## src/rtl/alu_mdu_pkg.sv

```systemverilog
// alu_mdu_pkg: shared definitions for the ALU/MDU slice.
//   ALU_OP_W     : opcode width
//   op_e         : full opcode map (base ALU with op[4]=0, MDU with op[4]=1)
//   state_e      : controller states
//   mdu_a_signed / mdu_b_signed : operand signedness for an MDU sub-op op[2:0]
package alu_mdu_pkg;

    localparam int ALU_OP_W = 5;

    typedef enum logic [ALU_OP_W-1:0] {
        OP_ADD    = 5'b00000,
        OP_SLL    = 5'b00001,
        OP_SLT    = 5'b00010,
        OP_SLTU   = 5'b00011,
        OP_XOR    = 5'b00100,
        OP_SRL    = 5'b00101,
        OP_OR     = 5'b00110,
        OP_AND    = 5'b00111,
        OP_SUB    = 5'b01000,
        OP_SRA    = 5'b01101,
        // MDU ops decode on op[2:0] only; op[3] is a don't-care
        OP_MUL    = 5'b10000,
        OP_MULH   = 5'b10001,
        OP_MULHSU = 5'b10010,
        OP_MULHU  = 5'b10011,
        OP_DIV    = 5'b10100,
        OP_DIVU   = 5'b10101,
        OP_REM    = 5'b10110,
        OP_REMU   = 5'b10111
    } op_e;

    typedef enum logic [1:0] {
        ST_IDLE = 2'd0,
        ST_MUL  = 2'd1,
        ST_DIV  = 2'd2,
        ST_DONE = 2'd3
    } state_e;

    // Signed first operand: MUL, MULH, MULHSU, DIV, REM
    function automatic logic mdu_a_signed(input logic [2:0] f);
        return (f == 3'b000) || (f == 3'b001) || (f == 3'b010) ||
               (f == 3'b100) || (f == 3'b110);
    endfunction

    // Signed second operand: MUL, MULH, DIV, REM
    function automatic logic mdu_b_signed(input logic [2:0] f);
        return (f == 3'b000) || (f == 3'b001) || (f == 3'b100) || (f == 3'b110);
    endfunction

endpackage

```

## src/rtl/alu_mdu_mdu_iter.sv

```systemverilog
// mdu_iter: iterative shift-add multiplier / restoring divider, one bit per cycle.
// Operands are converted to magnitudes at start; the sign is restored on the
// final step so the result is valid in the same cycle that done is high.
// Ports:
//   clk, rst          : clock, synchronous active-high reset
//   start             : load operands and begin XLEN iterations
//   is_div            : 1 = divide, 0 = multiply
//   a_signed/b_signed : operand signedness
//   src_a, src_b      : operands (dividend/divisor for divide)
//   done              : high during the last iteration cycle; result valid
//   result            : product (2*XLEN) or {remainder, quotient}
module mdu_iter #(
    parameter int XLEN = 32
) (
    input  logic              clk,
    input  logic              rst,
    input  logic              start,
    input  logic              is_div,
    input  logic              a_signed,
    input  logic              b_signed,
    input  logic [XLEN-1:0]   src_a,
    input  logic [XLEN-1:0]   src_b,
    output logic              done,
    output logic [2*XLEN-1:0] result
);

    localparam int CW = $clog2(XLEN);
    localparam logic [CW-1:0] LAST = CW'(XLEN - 1);

    logic              running;
    logic [CW-1:0]     cnt;
    logic              div_q;
    logic              neg_q;
    logic              rem_neg_q;
    logic [XLEN-1:0]   mag_b;
    logic [2*XLEN-1:0] acc;

    logic              a_neg;
    logic              b_neg;
    logic [XLEN-1:0]   mag_a_in;
    logic [XLEN-1:0]   mag_b_in;
    logic [XLEN:0]     add_sum;
    logic [XLEN:0]     shifted;
    logic [XLEN:0]     sub_diff;
    logic [2*XLEN-1:0] acc_next;
    logic [XLEN-1:0]   quot;
    logic [XLEN-1:0]   rem;

    assign a_neg    = a_signed && src_a[XLEN-1];
    assign b_neg    = b_signed && src_b[XLEN-1];
    assign mag_a_in = a_neg ? -src_a : src_a;
    assign mag_b_in = b_neg ? -src_b : src_b;

    // acc holds {high, low}. Multiply: high accumulates, low is the multiplier
    // shifting out LSB-first. Divide: high is the partial remainder, low is the
    // dividend shifting out MSB-first while quotient bits shift in.
    always_comb begin
        add_sum  = {1'b0, acc[2*XLEN-1:XLEN]} + (acc[0] ? {1'b0, mag_b} : '0);
        shifted  = {acc[2*XLEN-1:XLEN], acc[XLEN-1]};
        sub_diff = shifted - {1'b0, mag_b};
        if (div_q) begin
            // partial remainder < 2*divisor, so bit XLEN of the difference is the borrow
            if (sub_diff[XLEN]) begin
                acc_next = {shifted[XLEN-1:0], acc[XLEN-2:0], 1'b0};
            end else begin
                acc_next = {sub_diff[XLEN-1:0], acc[XLEN-2:0], 1'b1};
            end
        end else begin
            acc_next = {add_sum, acc[XLEN-1:1]};
        end
    end

    always_comb begin
        quot = acc_next[XLEN-1:0];
        rem  = acc_next[2*XLEN-1:XLEN];
        if (div_q) begin
            // quotient truncates toward zero; remainder takes the dividend's sign
            result = {(rem_neg_q ? -rem : rem), (neg_q ? -quot : quot)};
        end else begin
            result = neg_q ? -acc_next : acc_next;
        end
    end

    assign done = running && (cnt == LAST);

    always_ff @(posedge clk) begin
        if (rst) begin
            running   <= 1'b0;
            cnt       <= '0;
            div_q     <= 1'b0;
            neg_q     <= 1'b0;
            rem_neg_q <= 1'b0;
            mag_b     <= '0;
            acc       <= '0;
        end else if (start) begin
            running   <= 1'b1;
            cnt       <= '0;
            div_q     <= is_div;
            neg_q     <= a_neg ^ b_neg;
            rem_neg_q <= a_neg;
            mag_b     <= mag_b_in;
            acc       <= {{XLEN{1'b0}}, mag_a_in};
        end else if (running) begin
            acc <= acc_next;
            cnt <= cnt + CW'(1);
            if (cnt == LAST) begin
                running <= 1'b0;
            end
        end
    end

endmodule

```

## src/rtl/alu_mdu.sv

```systemverilog
// alu_mdu: RV-style base ALU with optional iterative multiply/divide unit.
// Base ops return one cycle after acceptance; iterative MDU ops return
// XLEN+1 cycles after acceptance. Divide-by-zero and signed overflow are
// resolved in one cycle without starting the iterator.
// Build option: define ALU_MDU_MDU_EN to include the MDU datapath. Without it,
// MDU opcodes complete in one cycle with result 0 and busy is tied low.
// Ports:
//   clk, rst               : clock, synchronous active-high reset
//   in_valid / in_ready    : request handshake
//   op, inv, src_a, src_b  : opcode, branch-flag invert, operands
//   out_valid / out_ready  : result handshake
//   result, branch_flag    : registered outputs, held while stalled
//   busy                   : iterative MDU op in flight
//
// state   | meaning
// IDLE    | accepting requests (subject to output backpressure)
// MUL     | multiply iterating, one bit per cycle
// DIV     | divide iterating, one bit per cycle
// DONE    | MDU result presented, waiting for output transfer
module alu_mdu
    import alu_mdu_pkg::*;
#(
    parameter int XLEN = 32,
    parameter int SHW  = $clog2(XLEN)
) (
    input  logic                clk,
    input  logic                rst,
    input  logic                in_valid,
    output logic                in_ready,
    input  logic [ALU_OP_W-1:0] op,
    input  logic                inv,
    input  logic [XLEN-1:0]     src_a,
    input  logic [XLEN-1:0]     src_b,
    output logic                out_valid,
    input  logic                out_ready,
    output logic [XLEN-1:0]     result,
    output logic                branch_flag,
    output logic                busy
);

    state_e          state_q;
    state_e          state_d;
    logic            accept;
    logic            out_xfer;
    logic            mdu_start;
    logic            mdu_done;
    logic [XLEN-1:0] mdu_res;
    logic [XLEN-1:0] mdu_fast_res;
    logic [XLEN-1:0] alu_res;
    logic            alu_flag;
    logic [XLEN-1:0] sum;
    logic [XLEN-1:0] diff;
    logic [SHW-1:0]  shamt;
    logic            lt_s;
    logic            lt_u;

    assign out_xfer = out_valid && out_ready;
    assign in_ready = (state_q == ST_IDLE) && (!out_valid || out_ready);
    assign accept   = in_valid && in_ready;

    // Base ALU
    assign sum   = src_a + src_b;
    assign diff  = src_a - src_b;
    assign shamt = src_b[SHW-1:0];
    assign lt_s  = $signed(src_a) < $signed(src_b);
    assign lt_u  = src_a < src_b;

    always_comb begin
        alu_res  = '0;
        alu_flag = 1'b0;
        if (!op[4]) begin
            case (op)
                OP_ADD:  alu_res = sum;
                OP_SUB: begin
                    alu_res  = diff;
                    alu_flag = inv ^ (diff == '0);
                end
                OP_SLL:  alu_res = src_a << shamt;
                OP_SLT: begin
                    alu_res  = {{(XLEN-1){1'b0}}, lt_s};
                    alu_flag = inv ^ lt_s;
                end
                OP_SLTU: begin
                    alu_res  = {{(XLEN-1){1'b0}}, lt_u};
                    alu_flag = inv ^ lt_u;
                end
                OP_XOR:  alu_res = src_a ^ src_b;
                OP_SRL:  alu_res = src_a >> shamt;
                OP_SRA:  alu_res = $unsigned($signed(src_a) >>> shamt);
                OP_OR:   alu_res = src_a | src_b;
                OP_AND:  alu_res = src_a & src_b;
                default: alu_res = '0;
            endcase
        end
    end

`ifdef ALU_MDU_MDU_EN
    localparam logic [XLEN-1:0] MOST_NEG = {1'b1, {(XLEN-1){1'b0}}};

    logic [2:0]        mdu_f;
    logic [2:0]        mdu_f_q;
    logic              div_zero;
    logic              div_ovf;
    logic              mdu_fast;
    logic              sel_high;
    logic [2*XLEN-1:0] mdu_full;

    assign mdu_f    = op[2:0];
    assign div_zero = (src_b == '0);
    // signed overflow only applies to DIV/REM (op[0]=0 among the divides)
    assign div_ovf  = (src_a == MOST_NEG) && (src_b == '1) && !mdu_f[0];
    assign mdu_fast = mdu_f[2] && (div_zero || div_ovf);

    always_comb begin
        if (div_zero) begin
            mdu_fast_res = mdu_f[1] ? src_a : '1;
        end else begin
            mdu_fast_res = mdu_f[1] ? '0 : src_a;
        end
    end

    assign mdu_start = accept && op[4] && !mdu_fast;

    mdu_iter #(
        .XLEN(XLEN)
    ) u_mdu_iter (
        .clk     (clk),
        .rst     (rst),
        .start   (mdu_start),
        .is_div  (mdu_f[2]),
        .a_signed(mdu_a_signed(mdu_f)),
        .b_signed(mdu_b_signed(mdu_f)),
        .src_a   (src_a),
        .src_b   (src_b),
        .done    (mdu_done),
        .result  (mdu_full)
    );

    always_ff @(posedge clk) begin
        if (rst) begin
            mdu_f_q <= '0;
        end else if (mdu_start) begin
            mdu_f_q <= mdu_f;
        end
    end

    // Upper half for MULH/MULHSU/MULHU and for the remainder ops
    assign sel_high = mdu_f_q[2] ? mdu_f_q[1] : (mdu_f_q[1:0] != 2'b00);
    assign mdu_res  = sel_high ? mdu_full[2*XLEN-1:XLEN] : mdu_full[XLEN-1:0];
    assign busy     = (state_q == ST_MUL) || (state_q == ST_DIV);
`else
    assign mdu_start    = 1'b0;
    assign mdu_done     = 1'b0;
    assign mdu_res      = '0;
    assign mdu_fast_res = '0;
    assign busy         = 1'b0;
`endif

    // Controller
    always_ff @(posedge clk) begin
        if (rst) begin
            state_q <= ST_IDLE;
        end else begin
            state_q <= state_d;
        end
    end

    always_comb begin
        state_d = state_q;
        case (state_q)
            ST_IDLE: begin
                if (mdu_start) begin
                    state_d = op[2] ? ST_DIV : ST_MUL;
                end
            end
            ST_MUL, ST_DIV: begin
                if (mdu_done) begin
                    state_d = ST_DONE;
                end
            end
            ST_DONE: begin
                if (out_xfer) begin
                    state_d = ST_IDLE;
                end
            end
            default: state_d = ST_IDLE;
        endcase
    end

    // Output register: an accepted iterative op clears out_valid through the
    // transfer branch, since acceptance implies any pending result transferred.
    always_ff @(posedge clk) begin
        if (rst) begin
            out_valid   <= 1'b0;
            result      <= '0;
            branch_flag <= 1'b0;
        end else if (accept && !mdu_start) begin
            out_valid   <= 1'b1;
            result      <= op[4] ? mdu_fast_res : alu_res;
            branch_flag <= op[4] ? 1'b0 : alu_flag;
        end else if (mdu_done) begin
            out_valid   <= 1'b1;
            result      <= mdu_res;
            branch_flag <= 1'b0;
        end else if (out_xfer) begin
            out_valid   <= 1'b0;
        end
    end

endmodule

```

## config.mk

```make
export PLATFORM = sky130hd
export DESIGN_NAME = alu_mdu
export DESIGN_NICKNAME = d
export VERILOG_FILES = /design/src/rtl/alu_mdu_pkg.sv /design/src/rtl/alu_mdu_mdu_iter.sv /design/src/rtl/alu_mdu.sv
export SDC_FILE = /design/constraint.sdc
export NUM_CORES = 1
export LEC_CHECK = 0
export CAP_MARGIN = 20
export CORE_MARGIN = 1.5
export CORE_UTILIZATION = 53
export CTS_CLUSTER_SIZE = 16
export DETAILED_ROUTE_END_ITERATION = 8
export GPL_TIMING_DRIVEN = 0
export PLACE_DENSITY = 0.87
export SYNTH_ARGS = -nofsm -noshare
export SYNTH_HDL_FRONTEND = slang
export SYNTH_SLANG_ARGS = --single-unit
```

## constraint.sdc

```tcl
create_clock -name clk -period 5.04 [get_ports clk]
set_input_delay 0.504 -clock clk [delete_from_list [all_inputs] [get_ports clk]]
set_output_delay 0.504 -clock clk [all_outputs]
set_load 0.005 [all_outputs]
```

==> metrics.txt, run 1 <==
# TYPE chip_impl_metric gauge
chip_impl_metric{name="post_drt_via_cell_ratio",unit=""} 7.24
chip_impl_metric{name="layout_worst_path_cycle_share",unit=""} 1.00
chip_impl_info{name="most-common-layout-cells",value="149 x sky130_fd_sc_hd__a21oi_1, 148 x sky130_fd_sc_hd__nor2_1, 134 x sky130_fd_sc_hd__o21ai_0"} 1
chip_impl_metric{name="cts_inserted_buffers",unit=""} 5
chip_impl_metric{name="max_slew_margin",unit=""} 0.230
chip_impl_metric{name="synth_async_sr_flop_share",unit=""} 0
chip_impl_metric{name="grt_util_met1",unit=""} 0.622
chip_impl_metric{name="setup.reg_to_reg.worst_slack",unit="ns"} 2.56
chip_impl_metric{name="yosys.cell_types.count",unit=""} 87
chip_impl_metric{name="cp_max_fo",unit=""} 9
chip_impl_metric{name="placement.io_buffers",unit=""} 108
chip_impl_info{name="top_usage_layer",value="met2"} 1
chip_impl_info{name="tritoncts",value="built"} 1
chip_impl_info{name="violations",value="negative setup slack"} 1
chip_impl_info{name="worstSetupEndpointType",value="flop"} 1
chip_impl_metric{name="detailedPlacementHpwl",unit="um"} 41300
chip_impl_metric{name="use_met3",unit=""} 0.178
chip_impl_info{name="start_kind",value="input pin"} 1
chip_impl_metric{name="cts_htree_levels",unit=""} 2
chip_impl_metric{name="synth_area",unit="um^2"} 10200
chip_impl_metric{name="core_region_area",unit="um^2"} 18800
chip_impl_info{name="setup_repair_after_global_routing_missed_its_margin",value="false"} 1
chip_impl_metric{name="floorplan.die_area",unit="um^2"} 20200
chip_impl_metric{name="initial_utilization",unit=""} 0.544
chip_impl_metric{name="grt_first_pass_wirelength",unit="um"} 75300
chip_impl_info{name="synth_ff_type",value="sky130_fd_sc_hd__dfxtp_1"} 1
chip_impl_metric{name="synth_cells",unit=""} 1508
chip_impl_metric{name="clock_skew",unit="ns"} 0.00259
chip_impl_metric{name="ys_seq_area_frac",unit=""} 0.0665
chip_impl_metric{name="drt_wl_total",unit="um"} 51300
chip_impl_metric{name="timing.final.hold_violations",unit=""} 0
chip_impl_metric{name="static-leakage-power",unit="nW"} 4.77
chip_impl_metric{name="worstPathRequired",unit="ns"} 5.20
chip_impl_metric{name="drv.max_cap_violation_count",unit=""} 0
chip_impl_metric{name="dr.first_iter.drc_count",unit=""} 2696
chip_impl_metric{name="globalRouteTotalUtil",unit=""} 0.498
chip_impl_metric{name="finalSetupViolations",unit=""} 1
chip_impl_info{name="worst-setup-path-type",value="in2reg"} 1
chip_impl_info{name="cts_root_buffer",value="sky130_fd_sc_hd__clkbuf_16"} 1
chip_impl_metric{name="die_height",unit="um"} 142
chip_impl_info{name="hp-start",value="result[4]"} 1
chip_impl_metric{name="routedWlPerCell",unit="um"} 27.2
chip_impl_metric{name="synth_area_per_cell",unit="um^2"} 6.79
chip_impl_info{name="final_common_cell",value="sky130_fd_sc_hd__a21oi_1"} 1
chip_impl_metric{name="hold-worst-slack",unit="ns"} 0.447
chip_impl_metric{name="dr.pass1.iters",unit=""} 7
chip_impl_metric{name="layout-drive-gt1-share",unit=""} 0.0615
chip_impl_metric{name="met2_usage",unit=""} 0.713
chip_impl_metric{name="flow.area_growth_from_synthesis",unit="%"} 16.2
chip_impl_metric{name="setup_tns_final",unit="ns"} -0.0132
chip_impl_metric{name="vdd_drop_max",unit="mV"} 0.126
chip_impl_metric{name="drc_errors",unit=""} 0
chip_impl_info{name="status",value="finished with violations"} 1
chip_impl_metric{name="ant_nets",unit=""} 0
chip_impl_metric{name="synth_edf_count",unit=""} 0
chip_impl_metric{name="max_slew.worst_pin.slew",unit="ns"} 1.14
chip_impl_metric{name="r2r.worst_path.cells",unit=""} 10
chip_impl_metric{name="share_of_the_core_filled_with_cells_in_the_final_layout",unit=""} 0.632
chip_impl_metric{name="finalWorstSetupSlack",unit="ns"} -0.0132
chip_impl_metric{name="clk_path_buf_depth",unit=""} 2
chip_impl_metric{name="io_pins",unit=""} 110
chip_impl_info{name="r2r-start",value="out_valid"} 1
chip_impl_metric{name="die_w",unit="um"} 142
chip_impl_metric{name="vias",unit=""} 13700
chip_impl_metric{name="via_count_of_the_first_global_routing_pass",unit=""} 12400
chip_impl_metric{name="globalplace.congestion",unit=""} 1.16
chip_impl_metric{name="rows",unit=""} 50
chip_impl_metric{name="grt_max_degree",unit=""} 20
chip_impl_metric{name="clock-sinks",unit=""} 34
chip_impl_metric{name="hold_depth",unit=""} 2
chip_impl_info{name="worst_hold_path.endpoint",value="result[4]"} 1
chip_impl_metric{name="clk_pin_slew",unit="ns"} 0.05
chip_impl_metric{name="nets",unit=""} 1800
chip_impl_metric{name="worst-endpoint-arrival",unit="ns"} 5.22
chip_impl_metric{name="max_clock_freq",unit="GHz"} 0.198
chip_impl_info{name="min-delay-path-class",value="reg2reg"} 1
chip_impl_metric{name="gr-total-overflow",unit=""} 0
chip_impl_metric{name="final_number_of_max_transition_violations",unit=""} 0
chip_impl_metric{name="fin_crit",unit="ns"} 5.05
chip_impl_metric{name="synth_seq_cells",unit=""} 34
chip_impl_metric{name="grt_antenna_before_repair",unit=""} 0
chip_impl_info{name="r2r-end",value="result[15]"} 1
chip_impl_metric{name="synth_warnings",unit=""} 0
chip_impl_metric{name="mappedNetlistNets",unit=""} 1681
chip_impl_metric{name="p_per_area",unit="nW/um^2"} 161
chip_impl_metric{name="antenna_cells",unit=""} 0
chip_impl_metric{name="clock_latency_of_the_later_clocked_register_in_the_worst_skew_pair",unit="ns"} 0.28
cell families (layout without fill, tap and decap cells):
logic type | after synthesis | after routing | synth area share
buf+inv | 240 | 359 | 0.0898
mux | 122 | 122 | 0.142
xor+xnor | 43 | 43 | 0.0368
other cells | 1 | 1 | 0.000366
fa+ha+maj | 99 | 99 | 0.122
compound gates | 544 | 544 | 0.348
simple gates | 425 | 425 | 0.193
flops | 34 | 34 | 0.0665
how the worst max path moves through the flow:
stage,end,slack [ns],cells after the start,start
after floorplan,branch_flag,0.55,16,src_b[1]
after global placement,branch_flag,-1.32,17,src_b[1]
after detailed placement,branch_flag,-1.36,17,src_b[1]
after CTS,branch_flag,0.001,16,src_b[1]
after global routing,branch_flag,0.001,16,src_b[2]
final,branch_flag,-0.01,15,src_b[4]
synth_stat cells (all sizes together), types with 6 or more instances:
cell type / n / area share
or2: 10 / 0.0061
a22oi: 40 / 0.029
o21ai: 135 / 0.066
a211oi: 23 / 0.017
mux4: 18 / 0.040
mux2: 7 / 0.0077
mux2i: 97 / 0.095
nand3b: 6 / 0.0044
nor3: 40 / 0.020
nand2: 110 / 0.040
inv: 120 / 0.044
o21bai: 11 / 0.0081
a21o: 18 / 0.013
a221oi: 16 / 0.015
nor2b: 7 / 0.0043
or3: 10 / 0.0061
o2111ai: 8 / 0.0068
xnor2: 39 / 0.033
o221ai: 11 / 0.011
o41ai: 6 / 0.0051
a2111oi: 12 / 0.010
nor2: 149 / 0.055
nand4: 8 / 0.0049
clkbuf: 87 / 0.032
nand2b: 23 / 0.014
o22ai: 11 / 0.0067
a21oi: 151 / 0.075
buf: 30 / 0.013
nor4: 16 / 0.0098
nand3: 20 / 0.0098
o211ai: 17 / 0.014
a31oi: 11 / 0.0067
o31ai: 17 / 0.012
dfxtp: 34 / 0.066
and2: 7 / 0.0043
ha: 97 / 0.12
report_power, final:
| part | total, mW | internal, mW | switching, mW |
|---|---|---|---|
| Combinational | 1.35 | 0.453 | 0.899 |
| Clock | 0.286 | 0.178 | 0.108 |
| Sequential | 0.276 | 0.273 | 0.00247 |
state kept, by name, summed over array words and instances, names as in the netlist:
register and flops:
result 32, out_valid 1, branch_flag 1
final cells by class:
class / instances / area [um^2]
multi-input combinational: 1234 / 8680
fill: 1825 / 6930
timing repair buffer: 118 / 1150
sequential: 34 / 681
inverter: 123 / 475
buffer: 111 / 449
tap: 260 / 325
clock buffer: 5 / 125
clock inverter: 2 / 10.0
what timing repair did:
action | 4_1_cts | 5_1_grt
gates cloned | 0 | 0
setup buffers | 2 | 5
setup endpoints to repair | 22 | 10
hold buffers | 0 | 0
pin swaps | 0 | 2
gates resized for setup | 13 | 15
critical path, stage by stage:
cell and delay, ns:
sky130_fd_sc_hd__clkdlybuf4s50_1 0.80, sky130_fd_sc_hd__clkinvlp_4 0.40, sky130_fd_sc_hd__ha_1 0.36, sky130_fd_sc_hd__buf_4 0.17, sky130_fd_sc_hd__nor2b_1 0.20, sky130_fd_sc_hd__or2_2 0.21, sky130_fd_sc_hd__o211ai_4 0.12, sky130_fd_sc_hd__a21oi_1 0.31
sky130_fd_sc_hd__or2_2 0.23, sky130_fd_sc_hd__a21oi_1 0.07, sky130_fd_sc_hd__or4_1 0.62, sky130_fd_sc_hd__nor4_4 0.27, sky130_fd_sc_hd__nand4_1 0.25, sky130_fd_sc_hd__o31a_1 0.33, sky130_fd_sc_hd__or3_1 0.35
per-layer routing:
layer  wire length, um  up-vias  share of wire
met5                 0        -              0
met4              4800        0          0.094
met3              8800      335           0.17
met2             19900     1416           0.39
met1             17800     6124           0.35
li1                  -     5782              -
stage by stage:
| stage | cells | area [um^2] | setup slack, ns | power (mW) |
|---|---|---|---|---|
| 5_1_grt | 1887 | 11900 | 0.00126 | 1.96 |
| 4_1_cts | 1882 | 11800 | 0.00135 | 1.80 |
| 2_1_floorplan | 1508 | 10200 | 0.547 | 1.07 |
| 3_5_place_dp | 1878 | 11700 | -1.36 | 1.52 |
| 3_3_place_gp | 1876 | 11600 | -1.32 | 1.51 |
| 6_report | 1887 | 11900 | -0.0132 | 1.91 |
(Power assumes the default switching activity.)
==> run 2: changes to the inputs <==
--- a/config.mk
+++ b/config.mk
@@ -6,8 +6,10 @@
 export NUM_CORES = 1
 export LEC_CHECK = 0
 export CAP_MARGIN = 20
+export CORE_ASPECT_RATIO = 1.1
 export CORE_MARGIN = 1.5
 export CORE_UTILIZATION = 53
+export CTS_CLUSTER_DIAMETER = 120
 export CTS_CLUSTER_SIZE = 16
 export DETAILED_ROUTE_END_ITERATION = 8
 export GPL_TIMING_DRIVEN = 0
==> metrics.txt, run 2 (synthesis results as in run 1) <==
# TYPE chip_impl_metric gauge
chip_impl_info{name="status",value="finished with violations"} 1
chip_impl_info{name="violations",value="design-rule violations, negative setup slack"} 1
chip_impl_metric{name="worst_path_largest_cell_delay",unit="ns"} 0.73
chip_impl_metric{name="drt_wl_total",unit="um"} 53200
chip_impl_metric{name="grt_first_pass_wirelength",unit="um"} 77900
chip_impl_metric{name="clock_latency_of_the_later_clocked_register_in_the_worst_skew_pair",unit="ns"} 0.28
chip_impl_metric{name="rows",unit=""} 53
chip_impl_info{name="worstSetupEndpointType",value="flop"} 1
chip_impl_metric{name="finalSetupViolations",unit=""} 2
chip_impl_metric{name="layout.cells.non_filler",unit=""} 1873
chip_impl_metric{name="dr.first_iter.drc_count",unit=""} 2297
chip_impl_metric{name="clk_path_buf_depth",unit=""} 2
chip_impl_info{name="tritoncts",value="built"} 1
chip_impl_metric{name="worst-endpoint-arrival",unit="ns"} 5.31
chip_impl_metric{name="fill_cells",unit=""} 1819
chip_impl_info{name="cts_root_buffer",value="sky130_fd_sc_hd__clkbuf_16"} 1
chip_impl_metric{name="p_per_area",unit="nW/um^2"} 163
chip_impl_metric{name="layout-drive-gt1-share",unit=""} 0.0584
chip_impl_metric{name="ant_nets",unit=""} 0
chip_impl_info{name="min-delay-path-class",value="reg2reg"} 1
chip_impl_metric{name="flow.area_growth_from_synthesis",unit="%"} 15.9
chip_impl_info{name="crit_chain",value="clkdlybuf4s50_1, inv_1, ha_1, buf_4, nor2_1, o311a_2, o211ai_4, a2111oi_0, o21ai_0, o21ai_0, xnor2_1, nor2_1, a2111oi_1, a2bb2oi_1, nor2_1"} 1
chip_impl_info{name="reg.largest.list",value="result: 32 flops, branch_flag: 1 flops, out_valid: 1 flops"} 1
chip_impl_metric{name="final_number_of_max_transition_violations",unit=""} 0
chip_impl_metric{name="drc_errors",unit=""} 1
chip_impl_metric{name="met3_length",unit="um"} 8210
chip_impl_metric{name="preCtsSetupSlack",unit="ns"} -1.35
chip_impl_info{name="crit_path_leading_delay_family",value="compound AO/OA/AOI/OAI gates"} 1
chip_impl_metric{name="grt_antenna_before_repair",unit=""} 3
chip_impl_metric{name="cp_max_fo",unit=""} 13
chip_impl_metric{name="die_w",unit="um"} 136
chip_impl_metric{name="layout_worst_path_cycle_share",unit=""} 1.02
chip_impl_metric{name="cts_htree_levels",unit=""} 2
chip_impl_metric{name="finalWorstSetupSlack",unit="ns"} -0.113
chip_impl_metric{name="antenna_cells",unit=""} 0
chip_impl_metric{name="max_slew.worst_pin.slew",unit="ns"} 1.15
chip_impl_metric{name="grt_max_degree",unit=""} 20
chip_impl_info{name="critical-path-top-cell-by-count",value="sky130_fd_sc_hd__nor2_1"} 1
chip_impl_metric{name="nets",unit=""} 1798
chip_impl_metric{name="largest_reg_flops",unit=""} 32
chip_impl_metric{name="routedLengthMet1",unit="um"} 18800
chip_impl_metric{name="max_clock_freq",unit="GHz"} 0.194
chip_impl_metric{name="die_height",unit="um"} 149
chip_impl_metric{name="vias",unit=""} 13600
chip_impl_info{name="routed.top_layer",value="met5"} 1
chip_impl_metric{name="gr-total-overflow",unit=""} 0
chip_impl_metric{name="clk_pin_slew",unit="ns"} 0.05
chip_impl_metric{name="vdd_drop_max",unit="mV"} 0.204
chip_impl_metric{name="max_slew_margin",unit=""} 0.231
chip_impl_metric{name="hold-worst-slack",unit="ns"} 0.460
chip_impl_metric{name="cts_inserted_buffers",unit=""} 5
chip_impl_metric{name="totalPowerFinal",unit="mW"} 1.94
chip_impl_info{name="registers.top_by_ff_count",value="result"} 1
chip_impl_info{name="start_kind",value="input pin"} 1
chip_impl_metric{name="globalRouteTotalUtil",unit=""} 0.520
chip_impl_metric{name="cp.buffers_inverters",unit=""} 3
chip_impl_metric{name="routedWlPerCell",unit="um"} 28.4
chip_impl_info{name="final_common_cell",value="sky130_fd_sc_hd__a21oi_1"} 1
chip_impl_metric{name="worstPathRequired",unit="ns"} 5.20
chip_impl_metric{name="io_pins",unit=""} 110
chip_impl_metric{name="setup_tns_final",unit="ns"} -0.141
chip_impl_info{name="crit_path_top_delay_cell",value="sky130_fd_sc_hd__a2111oi_0"} 1
chip_impl_metric{name="dpl.cell_count",unit=""} 1868
chip_impl_metric{name="core_region_area",unit="um^2"} 19000
chip_impl_metric{name="fin_crit",unit="ns"} 5.15
chip_impl_metric{name="initial_utilization",unit=""} 0.538
chip_impl_metric{name="cts_hold_buf",unit=""} 0
chip_impl_metric{name="globalplace.congestion",unit=""} 1.14
chip_impl_metric{name="detailedPlacementHpwl",unit="um"} 43000
chip_impl_metric{name="placement.io_buffers",unit=""} 108
chip_impl_info{name="most-common-layout-cells",value="150 x sky130_fd_sc_hd__a21oi_1, 148 x sky130_fd_sc_hd__nor2_1, 135 x sky130_fd_sc_hd__o21ai_0"} 1
chip_impl_info{name="worst-setup-path-type",value="in2reg"} 1
chip_impl_metric{name="via_count_of_the_first_global_routing_pass",unit=""} 12400
chip_impl_metric{name="wl_met2",unit="um"} 21500
chip_impl_metric{name="timing.final.hold_violations",unit=""} 0
chip_impl_metric{name="clock_skew",unit="ns"} 0.00290
chip_impl_metric{name="clock-sinks",unit=""} 34
chip_impl_metric{name="floorplan.die_area",unit="um^2"} 20200
chip_impl_info{name="setup_repair_after_global_routing_missed_its_margin",value="true"} 1
chip_impl_metric{name="drv.max_cap_violation_count",unit=""} 0
chip_impl_metric{name="static-leakage-power",unit="nW"} 4.78
chip_impl_metric{name="post_drt_via_cell_ratio",unit=""} 7.26
chip_impl_metric{name="dr.pass1.iters",unit=""} 9
[run 2: cell types whose count changed in the layout (fill, tap and decap cells not counted), sizes merged]
| cell | before | now |
|---|---|---|
| buf | 40 | 36 |
| inv | 117 | 118 |
| clkinv | 5 | 4 |
| clkinvlp | 3 | 2 |
| clkbuf | 86 | 90 |
| clkdlybuf4s50 | 108 | 107 |
| dlymetal6s2s | 0 | 1 |
[run 2: final timing paths]
kind | from | end | slack (ns) | depth (start not counted)
max | src_b[4] | result[11] | -0.11 | 15
min | result[2] | result[2] | 0.46 | 2
max reg2reg | out_valid | result[31] | 2.56 | 8
min reg2reg | result[2] | result[2] | 0.46 | 2
[run 2: what timing repair did]
action	in CTS	in global routing
setup buffers	2	0
endpoints found under the setup margin	24	4
cloned	0	0
resized for setup	19	11
[run 2: through the flow]
| step | utilization | instance area [um^2] |
|---|---|---|
| 2_1_floorplan | - | 10200 |
| 3_3_place_gp | 0.611 | 11600 |
| 3_5_place_dp | 0.613 | 11700 |
| 4_1_cts | 0.623 | 11800 |
| 5_1_grt | 0.623 | 11900 |
| 6_report | 0.623 | 11900 |
[run 2: tightest hold or removal path: stages (launching register included)]
cell	delay [ns]
sky130_fd_sc_hd__dfxtp_1	0.31
sky130_fd_sc_hd__nand2_1	0.05
sky130_fd_sc_hd__a21oi_1	0.05
[run 2: layer usage]
metal  global-route usage  vias up
li1                     -     5779
met4                0.332        8
met3                0.167      324
met1                0.650     6152
met2                0.765     1338
met5               0.0227        -
[run 2: report_power, final]
| part | switching (mW) | internal [mW] |
|---|---|---|
| Sequential | 0.00254 | 0.273 |
| Clock | 0.112 | 0.196 |
| Combinational | 0.900 | 0.454 |
| Total | 1.01 | 0.923 |
[run 2: layout make-up]
cell class | instances | area (um^2) | area share
multi-input cells | 1234 | 8660 | 0.730
well taps | 247 | 309 | 0.0260
clock buffers | 7 | 143 | 0.0120
clock inverters | 1 | 5.00 | 0.000422
plain buffers | 112 | 464 | 0.0391
inverters | 123 | 472 | 0.0398
repair buffers | 115 | 1130 | 0.0952
flip-flops and latches | 34 | 681 | 0.0574
